File: src/rtl/renode_axi_burst_addr_gen.sv
// rtl/renode_axi_burst_addr_gen.sv - AXI burst request FIFO and per-beat address generator
// Optional: define RENODE_AXI_4K_BOUNDARY_CHECK_EN to flag INCR bursts crossing a 4 KB page.
module renode_axi_burst_addr_gen #(
  parameter int AddressWidth       = 32,
  parameter int DataWidth          = 32,
  parameter int TransactionIdWidth = 8,
  parameter int QueueDepth         = 2
) (
  input  logic                          clk,
  input  logic                          areset,
  input  logic                          req_valid,
  output logic                          req_ready,
  input  logic [TransactionIdWidth-1:0] req_id,
  input  logic [AddressWidth-1:0]       req_addr,
  input  logic [7:0]                    req_len,
  input  logic [2:0]                    req_size,
  input  logic [1:0]                    req_burst,
  output logic                          beat_valid,
  input  logic                          beat_ready,
  output logic [TransactionIdWidth-1:0] beat_id,
  output logic [AddressWidth-1:0]       beat_addr,
  output logic [7:0]                    beat_index,
  output logic                          beat_last,
  output logic [1:0]                    beat_resp,
  output logic                          busy
);

  localparam int MaxSize = $clog2(DataWidth / 8);
  localparam int PtrW    = (QueueDepth > 1) ? $clog2(QueueDepth) : 1;
  localparam int CntW    = $clog2(QueueDepth + 1);

  localparam logic [1:0] BurstFixed = 2'b00;
  localparam logic [1:0] BurstIncr  = 2'b01;
  localparam logic [1:0] BurstWrap  = 2'b10;
  localparam logic [1:0] RespOkay   = 2'b00;
  localparam logic [1:0] RespSlverr = 2'b10;

  typedef enum logic { S_IDLE = 1'b0, S_ACTIVE = 1'b1 } state_t;

  state_t state_q, state_d;

  logic [TransactionIdWidth-1:0] q_id    [QueueDepth];
  logic [AddressWidth-1:0]       q_addr  [QueueDepth];
  logic [7:0]                    q_len   [QueueDepth];
  logic [2:0]                    q_size  [QueueDepth];
  logic [1:0]                    q_burst [QueueDepth];
  logic [PtrW-1:0]               wr_ptr, rd_ptr;
  logic [CntW-1:0]               count;
  logic                          full, empty, push, pop, load, advance;

  logic [TransactionIdWidth-1:0] h_id;
  logic [AddressWidth-1:0]       h_addr, h_sz, h_wb, h_lower;
  logic [7:0]                    h_len;
  logic [2:0]                    h_size;
  logic [1:0]                    h_burst;
  logic                          h_illegal, h_page_cross, h_wrap_len_ok, h_unaligned;
`ifdef RENODE_AXI_4K_BOUNDARY_CHECK_EN
  logic [AddressWidth-1:0]       h_last_byte;
`endif

  logic [7:0]                    cur_len;
  logic [AddressWidth-1:0]       cur_sz, wrap_lower, wrap_upper, step_addr, next_addr;
  logic [1:0]                    cur_burst;
  logic                          cur_hold;

  function automatic logic [PtrW-1:0] ptr_inc(input logic [PtrW-1:0] p);
    if (p == PtrW'(QueueDepth - 1)) return '0;
    return p + PtrW'(1);
  endfunction

  assign full      = (count == CntW'(QueueDepth));
  assign empty     = (count == '0);
  assign req_ready = !full;
  assign push      = req_valid && !full;
  assign beat_valid = (state_q == S_ACTIVE);
  assign busy      = !empty || (state_q == S_ACTIVE);

  // FIFO storage: written only on accepted pushes, contents need no reset
  always_ff @(posedge clk) begin
    if (push) begin
      q_id[wr_ptr]    <= req_id;
      q_addr[wr_ptr]  <= req_addr;
      q_len[wr_ptr]   <= req_len;
      q_size[wr_ptr]  <= req_size;
      q_burst[wr_ptr] <= req_burst;
    end
  end

  // FIFO pointers and occupancy
  always_ff @(posedge clk or posedge areset) begin
    if (areset) begin
      wr_ptr <= '0;
      rd_ptr <= '0;
      count  <= '0;
    end else begin
      if (push) wr_ptr <= ptr_inc(wr_ptr);
      if (pop)  rd_ptr <= ptr_inc(rd_ptr);
      count <= count + CntW'(push) - CntW'(pop);
    end
  end

  // Decode the head request: legality, wrap window and optional page-cross flag
  always_comb begin
    h_id          = q_id[rd_ptr];
    h_addr        = q_addr[rd_ptr];
    h_len         = q_len[rd_ptr];
    h_size        = q_size[rd_ptr];
    h_burst       = q_burst[rd_ptr];
    h_sz          = AddressWidth'(1) << h_size;
    h_wb          = h_sz * AddressWidth'({1'b0, h_len} + 9'd1);
    h_lower       = h_addr & ~(h_wb - AddressWidth'(1));
    h_wrap_len_ok = (h_len == 8'd1) || (h_len == 8'd3) || (h_len == 8'd7) || (h_len == 8'd15);
    h_unaligned   = (h_addr & (h_sz - AddressWidth'(1))) != '0;
    h_illegal     = (int'(h_size) > MaxSize) || (h_burst == 2'b11) ||
                    ((h_burst == BurstWrap) && (!h_wrap_len_ok || h_unaligned));
`ifdef RENODE_AXI_4K_BOUNDARY_CHECK_EN
    h_last_byte   = (h_addr & ~(h_sz - AddressWidth'(1))) + h_wb - AddressWidth'(1);
    h_page_cross  = (h_burst == BurstIncr) && ((h_last_byte >> 12) != (h_addr >> 12));
`else
    h_page_cross  = 1'b0;
`endif
  end

  // Address of the following beat; illegal and FIXED bursts hold their address
  always_comb begin
    step_addr = beat_addr + cur_sz;
    next_addr = beat_addr;
    if (!cur_hold) begin
      case (cur_burst)
        BurstIncr: next_addr = (beat_addr & ~(cur_sz - AddressWidth'(1))) + cur_sz;
        BurstWrap: next_addr = (step_addr == wrap_upper) ? wrap_lower : step_addr;
        default:   next_addr = beat_addr;
      endcase
    end
  end

  // FSM state register
  always_ff @(posedge clk or posedge areset) begin
    if (areset) state_q <= S_IDLE;
    else        state_q <= state_d;
  end

  // FSM next state: pop/load a request when idle or right after a final beat
  always_comb begin
    state_d = state_q;
    pop     = 1'b0;
    load    = 1'b0;
    advance = 1'b0;
    case (state_q)
      S_IDLE: begin
        if (!empty) begin
          state_d = S_ACTIVE;
          pop     = 1'b1;
          load    = 1'b1;
        end
      end
      S_ACTIVE: begin
        if (beat_ready) begin
          if (beat_last) begin
            if (!empty) begin
              pop  = 1'b1;
              load = 1'b1;
            end else begin
              state_d = S_IDLE;
            end
          end else begin
            advance = 1'b1;
          end
        end
      end
      default: state_d = S_IDLE;
    endcase
  end

  // Beat registers: load from the FIFO head or step to the next beat
  always_ff @(posedge clk or posedge areset) begin
    if (areset) begin
      beat_id    <= '0;
      beat_addr  <= '0;
      beat_index <= '0;
      beat_last  <= 1'b0;
      beat_resp  <= RespOkay;
      cur_len    <= '0;
      cur_sz     <= '0;
      cur_burst  <= BurstFixed;
      cur_hold   <= 1'b0;
      wrap_lower <= '0;
      wrap_upper <= '0;
    end else if (load) begin
      beat_id    <= h_id;
      beat_addr  <= h_addr;
      beat_index <= '0;
      beat_last  <= (h_len == 8'd0);
      beat_resp  <= (h_illegal || h_page_cross) ? RespSlverr : RespOkay;
      cur_len    <= h_len;
      cur_sz     <= h_sz;
      cur_burst  <= h_burst;
      cur_hold   <= h_illegal;
      wrap_lower <= h_lower;
      wrap_upper <= h_lower + h_wb;
    end else if (advance) begin
      beat_addr  <= next_addr;
      beat_index <= beat_index + 8'd1;
      beat_last  <= ((beat_index + 8'd1) == cur_len);
    end
  end

endmodule
File: config.mk
export PLATFORM = sky130hd
export DESIGN_NAME = renode_axi_burst_addr_gen
export DESIGN_NICKNAME = d
export VERILOG_FILES = /design/src/rtl/renode_axi_burst_addr_gen.sv
export SDC_FILE = /design/constraint.sdc
export NUM_CORES = 1
export LEC_CHECK = 0
export CORE_ASPECT_RATIO = 0.9
export CORE_MARGIN = 5
export CORE_UTILIZATION = 50
export CTS_CLUSTER_DIAMETER = 80
export DETAILED_ROUTE_END_ITERATION = 8
export PLACE_DENSITY = 0.7
export SLEW_MARGIN = 20
export SYNTH_ARGS = -nofsm -noshare
export SYNTH_HDL_FRONTEND = slang
export SYNTH_SLANG_ARGS = --single-unit
File: constraint.sdc
create_clock -name clk -period 11.95 [get_ports clk]
set_clock_uncertainty 0.05 [all_clocks]
set_input_delay 1.195 -clock clk [delete_from_list [all_inputs] [get_ports clk]]
set_output_delay 1.195 -clock clk [all_outputs]
set_load 0.01 [all_outputs]
==> impl_metrics.csv <==
group,metric,value,unit
outcome,status,"finished clean",
floorplan,die_w,208.2,µm
worst_setup_path,crit_arrival,10.15,ns
clock_network,cts_buffers,28,
clock_network,clock-sinks,243,
clock_network,clk_pin_slew,0.06,ns
grt,grt_max_degree,90,
yosys,async_reset_ff_share,56.38,%
clock_network,cts.path.max_buffers,3,
clock_network,h-tree-depth,1,
grt,antenna_found_initial,0,
worst_setup_path,required,12.34,ns
drt,dr.pass1.iters,6,
drt,drtAntennaViolNets,0,
timing,whs,0.4210,ns
clock_network,cts_hold_buf,0,
drt,remaining_drc_errors,0,
yosys,synth_cells,1917,
min_path,hold_class,"register to register",
drt,routedWlPerCell,21.95,µm
layout,seq_area,6615,µm²
floorplan,die-area,39210,µm²
grt,grt_pass1_vias,14540,
grt,overflow,0,
yosys,synth_fa_ha_area_share,9.798,%
floorplan,row_count,65,
layout,fillers,3137,
worst_setup_path,worstPathMaxFanout,40,
drt,first_iter_violations,1668,
yosys,synth_area_per_cell,9.219,µm²
layout,layout_commonest_cell,"nand2_1",
pwr,finalPower,0.005809,W
drt,num_vias,15300,
yosys,synthFlopType,"dfrtp_1",
layout,instances_no_fill,2474,
grt,grtUsageTotal,27.05,%
worst_setup_path,crit_path_frequent_cell,"fa_1",
yosys,synth-simple-area-share,18.27,%
yosys,ys_seq_elements,243,
layout,antenna_cells,0,
yosys,synth_top_family_by_area,"simple AND/OR/NAND/NOR gates",
clock_network,cts_resized,0,
timing,rsz0062_at_grt,"no",
worst_setup_path,cpPeakStageDelay,0.76,ns
yosys,ys.warnings.count,0,
floorplan,start_util,50.54,%
floorplan,io_pins,111,
timing,hold_viol_final,0,
clock_network,postCtsSetupRepairBufs,0,
timing,period_needed,9.764,ns
timing,clock.fmax,0.1024,GHz
placed_design,hpwl,41160,µm
yosys,synth_compound_area_share,17.05,%
timing,worst_slew_pin_slew,1.249,ns
timing,slew_headroom,16.45,%
placed_design,port_buffers,109,
yosys,synthMuxAreaShare,6.096,%
layout,multi_input_area,10260,µm²
yosys,ys_seq_area_share,37.41,%
layout,drive_above_1_share,6.833,%
grt,grt_first_pass_wirelength,85030,µm
worst_setup_path,path_class,"register to register",
yosys,syn-cell-area,17670,µm²
clock_network,clockRootBuffer,"clkbuf_16",
clock_network,cts_tree,"yes",
placed_design,routabilityCongestion,0.9477,
pwr,peakVddDrop,0.1573,mV
floorplan,dieHeight,188.4,µm
pwr,power_density,290.5,nW/µm²
pwr,p_leak,8.441,nW
floorplan,core_area,34970,µm²
timing,tns,0,ns
worst_setup_path,critPathSlowestCell,"dfrtp_4",
worst_setup_path,crit_family,"adder cells",
yosys,synth_xor_xnor_area_share,6.662,%
drt,routed_wl,54300,µm
worst_setup_path,end_kind,"register",
worst_setup_path,path_buf_inv,3,
yosys,synth_cell_type_count,95,
timing,setup_viol,0,
layout,mostFrequentLayoutCells,"nand2_1, nor2_1, dfrtp_1",
worst_setup_path,start_kind,"register",
flow_run,cap_viol_max_count,0,
timing,final_max_slew_viol_count,0,
drt,vias_per_cell,6.184,
layout,area_growth,13.15,%
yosys,synth_edf_count,106,
timing,fin_crit_sh,81.70,%
placed_design,placed_cells,2422,
clock_network,clkLatencyLatePin,0.56,ns
layout,layout.nets,2152,
yosys,synthesis.nets,2086,
==> logic make-up after synthesis <==
group / Yosys count
buf+inv: 202
compound gates: 451
mux: 104
fa+ha+maj: 112
simple gates: 676
other cells: 1
flops: 243
xor+xnor: 128
==> area by class of cell <==
cell class                 count  area share, %
clock buffer                  35          3.786
tap                          469          2.935
multi-input combinational   1472          51.30
sequential                   243          33.08
clock inverter                17         0.6758
timing repair buffer         126          6.094
inverter                     112          2.127
==> registers in the layout, indices dropped and copies added (netlist names), 2 cells and up <==
register    flops
beat_addr      32
beat_id         8
beat_index      8
count           2
cur_burst       2
cur_len         8
cur_sz          8
q_addr         64
q_burst         4
q_id           16
q_len          16
q_size          6
wrap_lower     32
wrap_upper     32
==> tightest hold or removal path, cell delays in order (launching register included) <==
cell and delay, ns:
dfrtp_1 0.34, nand2_1 0.05, nand2_1 0.05
==> where the power goes <==
group | total (W) | switching [W] | internal (W)
registers | 0.00152 | 0.000358 | 0.00116
clock network | 0.000829 | 0.000357 | 0.000472
logic | 0.00346 | 0.00211 | 0.00135
total | 0.00581 | 0.00283 | 0.00298
==> synthesized netlist by cell type, drive strengths merged, types with 6 or more instances <==
cell type,instances,area [µm²]
a211oi,15,112.6
o41ai,6,52.55
nand4,27,181.4
inv,111,416.7
xnor2,81,709.4
or4,7,52.55
nor2,160,600.6
ha,68,850.8
a211o,6,52.55
edfxtp,106,3183
dfrtp,137,3428
nor2b,12,75.07
buf,39,219.0
o21ai,120,604.3
o21a,8,60.06
a31oi,21,131.4
or2,22,137.6
mux2,26,296.5
fa,44,880.8
and3,32,200.2
a21oi,100,500.5
a22o,6,52.55
nor4,18,112.6
nand2,232,873.3
o31ai,16,120.1
xor2,43,376.6
a221o,7,70.07
mux2i,78,780.8
a21o,25,188.9
o2111ai,6,52.55
or3,12,75.07
o211ai,17,132.6
o22ai,7,43.79
a221oi,13,120.1
clkbuf,51,191.4
nand2b,16,100.1
nand3,58,290.3
and2,18,112.6
o221ai,10,87.58
nor3,36,190.2
a2111oi,11,117.6
==> per-stage QoR <==
stage / utilization (%) / setup WS (ns) / cell area [µm²]
floorplan: - / 2.655 / 17670
global placement: 54.62 / 2.001 / 19100
detailed placement: 54.62 / 1.871 / 19100
CTS: 57.17 / 1.815 / 19990
global route: 57.18 / 1.311 / 20000
finish: 57.18 / 2.186 / 20000
==> final timing paths <==
check                         startpoint              to  slack, ns  depth (start not counted)
max                               rd_ptr  wrap_upper[21]       2.19                         30
max reg2reg                       rd_ptr  wrap_upper[21]       2.19                         30
min                        wrap_lower[1]   wrap_lower[1]       0.42                          2
min in group asynchronous         areset          wr_ptr       1.10                          2
min reg2reg                wrap_lower[1]   wrap_lower[1]       0.42                          2
max in group asynchronous         areset  wrap_upper[29]       9.38                          3
==> per-layer routing <==
metal | wire [µm] | vias to the layer above | GRT usage [%]
met1 | 25480 | 7428 | 42.33
met2 | 22140 | 717 | 38.41
met3 | 5541 | 73 | 5.643
li1 | - | 7082 | -
met5 | 0 | - | 0
met4 | 1129 | 0 | 6.391
Power figures use the tool's default switching activity.
